`src/rtl/bus_arbiter.sv`:
```
// bus_arbiter: two-master round-robin arbiter for the shared system bus.
// The grant is held until done, until the owner drops its request, or until
// the watchdog expires. A single RELEASE cycle of turnaround separates grants.
module bus_arbiter #(
  parameter int unsigned SLAVE_LEN   = 2,
  parameter int unsigned TIMEOUT_LEN = 8,
  parameter int unsigned TIMEOUT     = 200
) (
  input  logic                 clk,
  input  logic                 reset,
  input  logic                 req_m1,
  input  logic                 req_m2,
  input  logic [SLAVE_LEN-1:0] slave_select_m1,
  input  logic [SLAVE_LEN-1:0] slave_select_m2,
  input  logic                 done,
  output logic                 grant_m1,
  output logic                 grant_m2,
  output logic                 master_sel,
  output logic [SLAVE_LEN-1:0] slave_sel,
  output logic                 bus_busy,
  output logic                 timeout
);

  typedef enum logic [1:0] {
    IDLE    = 2'd0,
    BUSY    = 2'd1,
    RELEASE = 2'd2
  } state_t;

  // A zero TIMEOUT turns the watchdog off entirely.
  localparam bit                     WdogEn      = (TIMEOUT != 0);
  localparam logic [TIMEOUT_LEN-1:0] TimeoutLast =
    TIMEOUT_LEN'((TIMEOUT == 0) ? 0 : TIMEOUT - 1);

  state_t                 state_q,     state_d;
  logic [TIMEOUT_LEN-1:0] cnt_q,       cnt_d;
  logic                   prio_q,      prio_d;
  logic                   grantM1_q,   grantM1_d;
  logic                   grantM2_q,   grantM2_d;
  logic                   masterSel_q, masterSel_d;
  logic [SLAVE_LEN-1:0]   slaveSel_q,  slaveSel_d;
  logic                   busBusy_q,   busBusy_d;
  logic                   timeout_q,   timeout_d;
  logic                   grantedReq;

  // Request line of whichever master currently owns the bus.
  assign grantedReq = masterSel_q ? req_m2 : req_m1;

  // Next-state and next-output logic; every output is registered.
  always_comb begin
    state_d     = state_q;
    cnt_d       = cnt_q;
    prio_d      = prio_q;
    grantM1_d   = 1'b0;
    grantM2_d   = 1'b0;
    masterSel_d = masterSel_q;
    slaveSel_d  = slaveSel_q;
    busBusy_d   = 1'b0;
    timeout_d   = 1'b0;

    unique case (state_q)
      IDLE: begin
        if (req_m1 && (!req_m2 || !prio_q)) begin
          state_d     = BUSY;
          grantM1_d   = 1'b1;
          masterSel_d = 1'b0;
          slaveSel_d  = slave_select_m1;
          busBusy_d   = 1'b1;
          cnt_d       = '0;
          prio_d      = 1'b1;
        end else if (req_m2) begin
          state_d     = BUSY;
          grantM2_d   = 1'b1;
          masterSel_d = 1'b1;
          slaveSel_d  = slave_select_m2;
          busBusy_d   = 1'b1;
          cnt_d       = '0;
          prio_d      = 1'b0;
        end
      end

      BUSY: begin
        if (done || !grantedReq) begin
          state_d = RELEASE;
        end else if (WdogEn && (cnt_q == TimeoutLast)) begin
          state_d   = RELEASE;
          timeout_d = 1'b1;
        end else begin
          grantM1_d = grantM1_q;
          grantM2_d = grantM2_q;
          busBusy_d = 1'b1;
          if (cnt_q != '1) begin
            cnt_d = cnt_q + TIMEOUT_LEN'(1);
          end
        end
      end

      RELEASE: begin
        state_d = IDLE;
      end

      default: begin
        state_d = IDLE;
      end
    endcase
  end

  // State and output registers; reset drops any grant immediately.
  always_ff @(posedge clk or negedge reset) begin
    if (!reset) begin
      state_q     <= IDLE;
      cnt_q       <= '0;
      prio_q      <= 1'b0;
      grantM1_q   <= 1'b0;
      grantM2_q   <= 1'b0;
      masterSel_q <= 1'b0;
      slaveSel_q  <= '0;
      busBusy_q   <= 1'b0;
      timeout_q   <= 1'b0;
    end else begin
      state_q     <= state_d;
      cnt_q       <= cnt_d;
      prio_q      <= prio_d;
      grantM1_q   <= grantM1_d;
      grantM2_q   <= grantM2_d;
      masterSel_q <= masterSel_d;
      slaveSel_q  <= slaveSel_d;
      busBusy_q   <= busBusy_d;
      timeout_q   <= timeout_d;
    end
  end

  assign grant_m1   = grantM1_q;
  assign grant_m2   = grantM2_q;
  assign master_sel = masterSel_q;
  assign slave_sel  = slaveSel_q;
  assign bus_busy   = busBusy_q;
  assign timeout    = timeout_q;

endmodule

```
`config.mk`:
```
export PLATFORM = sky130hd
export DESIGN_NAME = bus_arbiter
export DESIGN_NICKNAME = d
export VERILOG_FILES = /design/src/rtl/bus_arbiter.sv
export SDC_FILE = /design/constraint.sdc
export NUM_CORES = 1
export LEC_CHECK = 0
export BUFFER_PORTS_ARGS = -buffer_cell sky130_fd_sc_hd__buf_4
export CAP_MARGIN = 20
export CORE_MARGIN = 5
export CORE_UTILIZATION = 56
export CTS_BUF_LIST = sky130_fd_sc_hd__clkbuf_2 sky130_fd_sc_hd__clkbuf_4 sky130_fd_sc_hd__clkbuf_8
export DETAILED_ROUTE_END_ITERATION = 7
export PLACE_DENSITY = 0.8
export RECOVER_POWER = 100
export SLEW_MARGIN = 15
export SYNTH_ARGS = -nofsm -noshare
export SYNTH_HDL_FRONTEND = slang
export SYNTH_SLANG_ARGS = --single-unit
export TNS_END_PERCENT = 100
```
`constraint.sdc`:
```
create_clock -name clk -period 2.15 [get_ports clk]
set_input_delay 0.1075 -clock clk [delete_from_list [all_inputs] [get_ports clk]]
set_output_delay 0.1075 -clock clk [all_outputs]
set_load 0.01 [all_outputs]
```
# --- Word-level counts from Yosys, hierarchy flattened ---
# Cells that the tools add are included.
word_totals:
  register_bits: 18
  out_inout_bits: 7
op_classes:
  add_sub_neg: 1
  eq_ne: 8
  mux: 32
  n_reduce_logical: 12
op_table:
  columns: ["cell", "count"]
  rows:
  - ["8-bit two-way mux", 5]
  - ["1-bit two-way mux", 16]
  - ["8-bit case mux with 2 select lines", 1]
  - ["2-bit two-way mux", 6]
  - ["8-bit by 1-bit adder with 8-bit output (second input constant)", 1]
  - ["8-bit equality test (second input constant)", 1]
  - ["8-bit inequality test (second input constant)", 1]
  - ["2-bit inequality test (second input constant)", 3]
  - ["3-bit inequality test (second input constant)", 2]
  - ["1-bit case mux with 2 select lines", 3]
  - ["5-bit AND reduction", 1]
  - ["2-bit case mux with 2 select lines", 1]
  - ["2-bit AND reduction", 2]
  - ["2-bit nonzero test", 2]
  - ["1-bit zero test", 3]
  - ["2-bit by 1-bit equality test with 1-bit output (second input constant)", 1]
  - ["2-bit zero test", 1]
  - ["1-bit logical OR", 2]
  - ["1-bit logical AND", 1]

# --- Depth between registers and ports, before layout ---
# Gate-level depths: netlist of the first run.
logic_depth:
  ltp_word: 5
  depth_mapped: 5
  depth_no_buf: 5

# --- Least setup slack after synthesis of the first run ---
# No wires, ideal clock.
synth_timing:
  path_kind: "flip-flop to flip-flop"
  start: "reg masterSel_q (netlist: master_sel)"
  end: "reg cnt_q[3]"
  setup_time_ps: 90
  arrival_ps: 1577
  path_slack_ps: 483
  path_stages_with_launch: 6
  n_path_buf: 1
  period_less_slack_ps: 1667
  path_cell_list: "dfrtp_1 -> mux2i_1 -> or3_1 -> clkbuf_2 -> or4_1 -> o221ai_1"
synth_via:
  elab_chain_len: 5
synth_lines:
  columns: ["item", "line_no", "rtl"]
  rows:
  - ["start: declaration", "40", "logic masterSel_q, masterSel_d;"]
  - ["start signal: assignment", "126", "masterSel_q <= masterSel_d;"]
  - ["1-bit two-way mux", "47", "assign grantedReq = masterSel_q ? req_m2 : req_m1;"]
  - ["1-bit zero test", "83", "if (done || !grantedReq) begin"]
  - ["1-bit logical OR", "83", null]
  - ["2-bit inequality test (no source line)", null, null]
  - ["5-bit AND reduction (no source line)", null, null]
  - ["end signal: assignment", "122", "cnt_q <= cnt_d;"]
  - ["end: declaration", "36", "logic [TIMEOUT_LEN-1:0] cnt_q, cnt_d;"]
# No other way between the ends.
# A chain may end at the register's enable or synchronous reset.

# --- Worst setup path in the final report of the first run ---
layout_timing:
  start: "reg state_q[1]"
  end: "reg cnt_q[5]"
layout_via:
  elab_chain_len: 3
layout_lines:
  columns: ["item", "line_no", "rtl"]
  rows:
  - ["start: declaration", "35", "state_t state_q, state_d;"]
  - ["start signal: assignment", "121", "state_q <= state_d;"]
  - ["2-bit by 1-bit equality test with 1-bit output / 2-bit zero test (equally long branches)", "61", "unique case (state_q)"]
  - ["2-bit inequality test (no source line) (tied with other cells)", null, null]
  - ["5-bit AND reduction (no source line)", null, null]
# Parallel ways exist; a longest one is shown, timed or not.

==> results of run 1 <==
## cell families after synthesis
group                      count (synthesis)
and+or+nand+nor                           32
adders and majority gates                  1
AOI/OAI and AO/OA                         26
DFF                                       18
muxes                                      4
buffers and inverters                      6
## worst max-delay path, delay by kind of cell (launching register included)
| family | cells | cell delay [ps] |
|---|---|---|
| flip-flops | 1 | 400 |
| AND/OR/NAND/NOR | 1 | 260 |
| AO/OA/AOI/OAI | 3 | 1050 |
## report_power, final
part | leakage (nW) | switching (mW) | internal [mW]
registers | 0.235 | 0.0777 | 0.442
clock network | 0.0210 | 0.104 | 0.103
logic | 0.177 | 0.222 | 0.126
total | 0.432 | 0.404 | 0.671
## through the flow
step / cell area, um^2 / setup slack [ps] / power [mW] / instances
6_report: 1003 / 313.9 / 1.075 / 122
5_1_grt: 1003 / 124.3 / 1.169 / 122
4_1_cts: 1037 / 361.8 / 1.132 / 122
3_5_place_dp: 991.0 / 379.1 / 0.9224 / 117
3_3_place_gp: 991.0 / 481.4 / 0.9046 / 117
2_1_floorplan: 863.3 / 482.9 / 0.7562 / 87
## sequential cells by signal, summed over array words and instances, names as in the netlist
register and flops:
prio_q 1, state_q 2, cnt_q 8, slave_sel 2, grant_m1 1, master_sel 1
timeout 1, grant_m2 1, bus_busy 1
## cell usage after synthesis, types with 2 or more instances
library cell	instances
o221ai_1	2
nor3_1	5
a31oi_1	5
mux2i_1	4
dfrtp_1	18
nand2b_1	4
nand2_1	7
or4_1	2
nand4_1	2
inv_1	5
a21oi_1	3
o21ai_0	6
nor2_1	5
nand3_1	3
## path summary, 6_finish.rpt
path                         startpoint            to  slack, ps
max                          state_q[1]      cnt_q[5]        310
min                              req_m2        prio_q         20
max reg2reg                  state_q[1]      cnt_q[5]        310
min reg2reg                slave_sel[0]  slave_sel[0]        490
max in group asynchronous         reset      grant_m2       1130
min in group asynchronous         reset      cnt_q[5]        460
## routing by layer
metal / global-route usage / vias up
li1: - / 363
met1: 0.2012 / 340
met2: 0.2833 / 23
met3: 0.04893 / 5
met4: 0.1076 / 0
met5: 0 / -
## repair_timing
| item | in CTS | in global routing |
|---|---|---|
| hold buffers | 1 | 0 |
| setup endpoints to repair | 0 | 0 |
| endpoints found under the hold margin | 18 | 0 |
| gates resized for setup | 0 | 0 |
## cell type report
cell class	count	area, um^2
Sequential cell	18	450.4
Tap cell	16	20.02
Inverter	5	18.77
Fill cell	130	485.5
Multi-Input combinational cell	63	385.4
Clock buffer	4	36.28
Timing Repair Buffer	16	92.59
==> run metrics, run 1 <==
clock-pin slew on the worst setup and hold paths about 100 ps; shortest period the worst path allows 1836 ps; Arrival @ worst endpoint approximately 2000 ps; Antenna Violating Nets Remaining 0; mapped cell area roughly 860 um^2; top library cells by usage in the layout, fill and taps aside 18 x dfrtp_1, 8 x clkbuf_1, 7 x o21ai_0, 7 x nand2_1, 7 x buf_4; cells on worst reg2reg path 4; DR WL/cell ~15 um; Crit Path Max Fanout 10; Die Y roughly 49 um; Critical Path Sink Type register; proportion of synthesized area in mux cells 0.04638; total number of yosys warnings 0; Yosys cell types 30; post-synthesis area per instance 9.923 um^2; Worst Max-Slew Pin Slew around 960 ps; outcome completed; number of input and output port buffers inserted 15; global-route wire length before repair ~3300 um; leading cell types by total area after synthesis dfrtp_1 52%, mux2i_1 4.6%, a31oi_1 3.6%; utilization of the core after routing 0.6740; post-detailed-placement half-perimeter wirelength about 1400 um; required time at the worst-slack endpoint 2320 ps; Synth Flop Type dfrtp_1; insertion delay to the later sink of the worst-skew pair ~300 ps; post-synthesis cell count 87; length of routed met2 wiring 849 um; worst slew slack as a fraction of its limit 0.3546; sum of negative setup slack 0 ps; DR vias/cell 5.992; vias in the first global route roughly 780; detailed-route wire length on metal 1 ~800 um; Final Hold Violating Endpoints 0; library cell used as clock root buffer clkbuf_4; synthesized-area fraction occupied by ao, oa, aoi and oai cells 0.2014; class of the tightest hold or removal check input port to register; share of flip-flops with an asynchronous set or reset after synthesis 1.000; number of buffers inserted by post-CTS setup repair 0; largest clock skew in the final design between 2 and 2.5 ps; number of flops mapped to enable cells by yosys 0; largest buffer count on any clock path 2; initial cell density of the core 0.5798; total grt overflow 0; Hold WS around 17 ps; Slowest cell on crit path o21ai_1; chip width about 50 um; die area between 0.002 and 0.0025 mm^2; max-slew violation total from the final report 0; Power per Cell Area between 1000 and 1500 mW/mm^2; signed area change from the synthesized netlist to the final layout 16.23%; area share of xor/xnor cells in the synthesized design 0; 1st-iter DRT viols 22; number of nets produced by synthesis a little under 100; standby leakage power about 0.43 nW; Row Count 14; delay of the slowest cell on the worst path 450 ps; Max Clk Rate ~540 MHz; RSZ-0062 raised after global routing no; count of antenna diodes in the layout 0; share of the clock period used by the worst path 0.8540; #FFs+latches synth 18; Met3 Wirelength between 100 and 150 um; antenna violations before repair 0; count of pins on the block boundary 16; final estimated routing congestion in global placement approximately 0.95; residual DRC count 0; H-tree level count 1; post-synthesis sequential area ratio 0.5217; via count roughly 730; Std-Cell Core Area around 0.0015 mm^2; worst path cell trace nor2_1 -> o21ai_0 -> o21ai_1 -> o221ai_1; final setup fails 0; top cell type's share of synthesized area 0.5217; # clock sinks 18; crit start category register; count of max-cap constraint violations 0; largest area contributor in the netlist dfrtp_1; detailed-routing iteration count for the pre-antenna-repair pass 4; adder and majority cell fraction of the synthesized area 0.01449; number of buffers inserted during clock tree synthesis 3; Critical Setup Path Class register to register; peak supply drop 0.6492 mV; detailed-route wire length approximately 1800 um; net count reported at finish between 100 and 150; proportion of layout cells with a drive suffix above 1 0.1132; highest signal layer in the routed design met4; leading cell type in the layout, fill and taps excluded dfrtp_1; clock tree from TritonCTS yes; Post-Synth Simple-Gate Area 0.1884; Hold Path Cell Cnt 2; pin count of the biggest net entering global routing 19; global routing usage summed across all routing layers 0.1752; combinational family with the most area after synthesis compound AO/OA/AOI/OAI gates
(Power assumes the default switching activity.)
==> run 2, diff against run 1 <==
- ABC_AREA: not set -> 1
- CORE_UTILIZATION: 56 -> 54
- CTS_BUF_LIST: sky130_fd_sc_hd__clkbuf_2 sky130_fd_sc_hd__clkbuf_4 sky130_fd_sc_hd__clkbuf_8 -> not set
- PLACE_DENSITY: 0.8 -> 0.77
- REMOVE_ABC_BUFFERS: not set -> 1
==> run 2 against run 1 <==
Effect of this change: core utilization decreased by 1.9 points; worst hold slack better by 71 ps; power rose by 11%; wire length up 13%; sequential power shrank 4%; global-route usage down 0.26 points; final cell count is 43% higher; combinational power is 38% higher; fmax is 9.2% higher; clock skew increased by 2.7 ps; critical endpoint is now cnt_q[3]; largest cell class is now multi-input combinational cells.
==> run metrics, run 2 <==
peak supply drop 0.6361 mV; max FFs per register 8; Crit Path Max Fanout 8; cell family contributing the most delay on the critical path simple AND/OR/NAND/NOR gates; Row Count 15; Power per Cell Area 1042 mW/mm^2; largest clock skew in the final design 5.073 ps; H-tree level count 1; chip width 53.24 um; worst slew slack as a fraction of its limit 0.3452; Antenna Violating Nets Remaining 0; Critical Setup Path Class register to register; final estimated routing congestion in global placement around 0.9; area taken by multi-input logic gates 469.2 um^2; Final Instance Count excl. Fillers between 150 and 200; clock-pin slew on the worst setup and hold paths between 100 and 150 ps; count of pins on the block boundary 16; global-route wire length before repair 3491 um; insertion delay to the later sink of the worst-skew pair around 300 ps; count of antenna diodes in the layout 0; leading cell types by total area after synthesis dfrtp_1 45%, nand2_1 16%, nand3_1 6.4%; Hold Path Cell Cnt 3; total number of yosys warnings 0; number of flops mapped to enable cells by yosys 0; required time at the worst-slack endpoint 2350 ps; Slowest cell on crit path dfrtp_1; signed area change from the synthesized netlist to the final layout 13.14%; count of max-cap constraint violations 0; residual DRC count 0; detailed-route wire length 2019 um; Setup crit start state_q[1]; outcome completed; via count ~900; post-synthesis area per instance 7.708 um^2; buffer and inverter count on the worst path 1; top library cells by usage in the layout, fill and taps aside 45 x nand2_1, 18 x dfrtp_1, 14 x inv_1, 14 x nor2_1, 13 x nand3_1; most frequently used cell type in the post-synthesis netlist nand2_1; die area ~0.0028 mm^2; register area ~450 um^2; total grt overflow 0; placed cells 170; max-slew violation total from the final report 0; worst path cell trace or2_0 -> a21oi_1 -> inv_4 -> nand2_4 -> nand2_4 -> nand2_1 -> nand2_1; number of input and output port buffers inserted 15; post-synthesis cell count around 130; Yosys cell types 23; initial cell density of the core 0.5785; Std-Cell Core Area roughly 0.0017 mm^2; Die Y around 53 um; leading cell type in the layout, fill and taps excluded nand2_1; post-detailed-placement half-perimeter wirelength approximately 1500 um; vias in the first global route 805; proportion of layout cells with a drive suffix above 1 0.1333; global routing usage summed across all routing layers 0.1726; number of buffers inserted during clock tree synthesis 3; largest area contributor in the netlist dfrtp_1; Worst Max-Slew Pin Slew between 900 and 1000 ps; RSZ-0062 raised after global routing no; antenna violations before repair 0; DR vias/cell 5.023; final setup fails 0; sum of negative setup slack 0 ps; mapped cell area 0.001010 mm^2; post-synthesis sequential area ratio 0.4461; Critical Path Sink Type register; Levels on crit path 7; delay of the slowest cell on the worst path a little under 400 ps; register-to-register setup slack about 470 ps; Post-synth top cells 44 x nand2_1, 18 x dfrtp_1, 14 x inv_1, 14 x nor2_1, 13 x nand3_1; standby leakage power ~0.6 nW; CP Capture Point cnt_q[3]; share of the clock period used by the worst path 0.7820; Max Clk Rate 594.8 MHz; library cell used as clock root buffer clkbuf_4; Synth Flop Type dfrtp_1; pin count of the biggest net entering global routing 19; instance area at placement 0.001142 mm^2; Arrival @ worst endpoint 1880 ps; post-layout instance area 0.001142 mm^2; register containing the most flip-flops in the final layout cnt_q; cells on worst reg2reg path 7; share of flip-flops with an asynchronous set or reset after synthesis 1.000; crit start category register; detailed-routing iteration count for the pre-antenna-repair pass 4; Hold WS approximately 88 ps; DR WL/cell about 12 um; clock tree from TritonCTS yes; shortest period the worst path allows roughly 1700 ps; Hold-fix buffers, CTS 1; number of buffers inserted by post-CTS setup repair 0; largest buffer count on any clock path 2; Final Hold Violating Endpoints 0; RR Startpoint state_q[1]; 1st-iter DRT viols 31; #FFs+latches synth 18; class of the tightest hold or removal check input port to register; top cell type's share of synthesized area 0.4461; cells resized by post-CTS repair 0; r2r endpoint cnt_q[3]; net count reported at finish around 160; number of fill cells about 170; # clock sinks 18
-- run 2: cell types whose count changed after synthesis, moves of 3 or more --
cell | previous run | this run
inv_1 | 5 | 14
nor2_1 | 5 | 14
nand2b_1 | 4 | 0
a31oi_1 | 5 | 0
mux2i_1 | 4 | 0
nand2_1 | 7 | 44
nor3_1 | 5 | 2
nand3_1 | 3 | 13
nand2_4 | 0 | 3
-- run 2: cells by family (layout without fill, tap and decap cells) --
group | Yosys count | in the layout | share of synthesized area
simple gates | 83 | 83 | 0.3879
flops | 18 | 18 | 0.4461
buf+inv | 17 | 36 | 0.07311
compound gates | 10 | 10 | 0.06320
xor+xnor | 2 | 2 | 0.01735
fa+ha+maj | 1 | 1 | 0.01239
-- run 2: area by class of cell --
| cell class | instances | area share |
|---|---|---|
| clock buffer | 4 | 0.03176 |
| inverter | 16 | 0.05476 |
| sequential | 18 | 0.3943 |
| tap | 25 | 0.02738 |
| multi-input combinational | 96 | 0.4107 |
| timing repair buffer | 16 | 0.08105 |
-- run 2: metal layers --
layer	up-vias	routed length (um)	GRT usage
li1	448	-	-
met1	396	942	0.2270
met2	30	917	0.2694
met3	5	119	0.03662
met4	0	39	0.07660
met5	-	0	0
-- run 2: worst reg2reg max path: cells and delay by family (launching register included) --
kind	cells	cell delay (ps)
compound gates	1	390
buf+inv	1	140
simple gates	5	650
flops	1	390
-- run 2: through the flow --
| step | setup slack, ps | power [mW] | utilization |
|---|---|---|---|
| detailed placement | 691.4 | 1.065 | 0.6545 |
| global placement | 763.6 | 1.055 | 0.6545 |
| floorplan | 851.0 | 0.8706 | - |
| finish | 468.7 | 1.191 | 0.6545 |
| CTS | 676.1 | 1.283 | 0.6810 |
| global route | 334.4 | 1.298 | 0.6545 |
-- run 2: worst min path at each step --
| stage | startpoint | end | slack [ps] |
|---|---|---|---|
| CTS | done | state_q[1] | 90 |
| floorplan | reset | bus_busy | -190 |
| global placement | reset | grant_m1 | -10 |
| finish | slave_select_m1[1] | slave_sel[1] | 90 |
| detailed placement | reset | timeout | -7 |
| global route | done | state_q[1] | 100 |
-- run 2: power by group --
part           switching, mW  internal, mW
clock                  0.108         0.103
sequential            0.0609         0.439
combinational          0.326         0.154
==> run 3, diff against run 2 <==
- clock period: 2.15 -> 1.6 ns (I/O delays scaled with it)
==> run 3 against run 2 <==
Effect of this change: critical endpoint is now cnt_q[1]; clock-buffer cell count unchanged; highest routed layer unchanged; worst hold slack got worse by 16 ps; final cell count did not move; die area unchanged; first-iteration DRC count fell by 9.7%; core utilization is 0.93 points higher; sequential share of layout area is 0.55 points lower; register-to-register slack worse by 320 ps; critical path type unchanged.
==> run metrics, run 3 (synthesized netlist as in run 2, its figures left out) <==
via count between 800 and 900; RSZ-0062 raised after global routing no; antenna violations before repair 0; instance area at placement 0.001142 mm^2; residual DRC count 0; initial cell density of the core 0.5785; largest buffer count on any clock path 2; Final Instance Count excl. Fillers between 150 and 200; net count reported at finish approximately 160; count of max-cap constraint violations 0; Final Hold Violating Endpoints 0; Max Clk Rate roughly 700 MHz; Std-Cell Core Area roughly 0.0017 mm^2; crit start category register; Critical Path Sink Type register; library cell used as clock root buffer clkbuf_4; post-detailed-placement half-perimeter wirelength approximately 1500 um; number of buffers inserted by post-CTS setup repair 0; Hold WS a little over 70 ps; worst path cell trace ha_1 -> nand2_1 -> nor2_1 -> nand2_2 -> nand2_1 -> nor2_1 -> nand3_1 -> nand2_1; cell family contributing the most delay on the critical path simple AND/OR/NAND/NOR gates; largest clock skew in the final design between 3 and 4 ps; number of buffers inserted during clock tree synthesis 3; H-tree level count 1; signed area change from the synthesized netlist to the final layout 14.75%; proportion of layout cells with a drive suffix above 1 0.1533; DR WL/cell between 10 and 15 um; clock tree from TritonCTS yes; Critical Setup Path Class register to register; register containing the most flip-flops in the final layout cnt_q; overall power after layout about 1.6 mW; post-layout instance area between 0.001 and 0.0015 mm^2; standby leakage power between 0.5 and 0.6 nW; number of fill cells 161; top library cells by usage in the layout, fill and taps aside 44 x nand2_1, 18 x dfrtp_1, 14 x inv_1, 14 x nor2_1, 13 x nand3_1; final setup fails 0; library cell appearing most often on the critical path nand2_1; pin count of the biggest net entering global routing 19; chip width ~53 um; clock-pin slew on the worst setup and hold paths around 100 ps; Die Y 53.24 um; required time at the worst-slack endpoint 1840 ps; Slowest cell on crit path dfrtp_1; max-slew violation total from the final report 0; Row Count 15; global routing usage summed across all routing layers 0.1713; delay of the slowest cell on the worst path roughly 420 ps; global-route wire length before repair 3519 um; insertion delay to the later sink of the worst-skew pair ~300 ps; count of pins on the block boundary 16; 1st-iter DRT viols 28; DR vias/cell around 5.0; sum of negative setup slack 0 ps; Arrival @ worst endpoint 1690 ps; share of the clock period used by the worst path 0.9054; Worst Max-Slew Pin Slew 972.4 ps; final estimated routing congestion in global placement a little over 0.9; shortest period the worst path allows around 1400 ps; max FFs per register 8; die area about 0.0028 mm^2; total grt overflow 0; Power per Cell Area between 1000 and 1500 mW/mm^2; count of antenna diodes in the layout 0; Antenna Violating Nets Remaining 0; class of the tightest hold or removal check input port to register; worst slew slack as a fraction of its limit 0.3518; vias in the first global route roughly 800; detailed-route wire length between 1500 and 2000 um; Crit Path Max Fanout 6; placed cells 170; outcome completed; leading cell type in the layout, fill and taps excluded nand2_1; # clock sinks 18; detailed-routing iteration count for the pre-antenna-repair pass 4; buffer and inverter count on the worst path 0; number of input and output port buffers inserted 15; peak supply drop about 0.9 mV
## run 3: cell count changes in the layout (fill, tap and decap cells not counted)
cell,previous run,this run
nand2_1,45,44
or2_0,1,0
a21oi_4,0,1
nand2_2,0,1
a21oi_1,4,3
or2_4,0,1
## run 3: final timing paths
check                      slack (ps)               start      endpoint  cells after the start
max                               150            cnt_q[0]      cnt_q[1]                      8
min                                70  slave_select_m1[1]  slave_sel[1]                      3
max reg2reg                       150            cnt_q[0]      cnt_q[1]                      8
min reg2reg                       490              prio_q        prio_q                      2
max in group asynchronous         570               reset  slave_sel[0]                      2
min in group asynchronous         440               reset      grant_m1                      2
## run 3: worst reg2reg max path: cells and delay by family, from the launching register on
| family | cells | cell delay [ps] |
|---|---|---|
| DFF | 1 | 420 |
| adders and majority gates | 1 | 230 |
| and+or+nand+nor | 7 | 740 |
## run 3: metrics by stage
step                      worst slack, ps    util
after floorplan                     301.0       -
after global placement              213.5  0.6545
after detailed placement            158.9  0.6545
after CTS                           144.6  0.6810
after global routing                15.04  0.6638
final                               151.3  0.6638
## run 3: routing by layer
layer,up-vias,part of all wire,GRT usage
met3,4,0.067,0.03944
met5,-,0,0
met1,391,0.48,0.2319
met4,0,0.016,0.07660
li1,447,-,-
met2,33,0.44,0.2571
## run 3: what timing repair did
item,4_1_cts,5_1_grt
hold endpoints to repair,18,0
hold buffers,1,0
resized for setup,0,0
## run 3: area by class of cell
cell class	instances	area, um^2	share of cell area
tap	25	31.28	0.02700
sequential	18	450.4	0.3888
inverter	16	62.56	0.05400
multi-input combinational	96	485.5	0.4190
timing repair buffer	16	92.59	0.07991
clock buffer	4	36.28	0.03132
## run 3: report_power, final
part | total [mW] | switching, mW | internal, mW
Combinational | 0.678 | 0.446 | 0.233
Sequential | 0.674 | 0.0839 | 0.590
Clock | 0.282 | 0.143 | 0.139
Total | 1.63 | 0.673 | 0.962
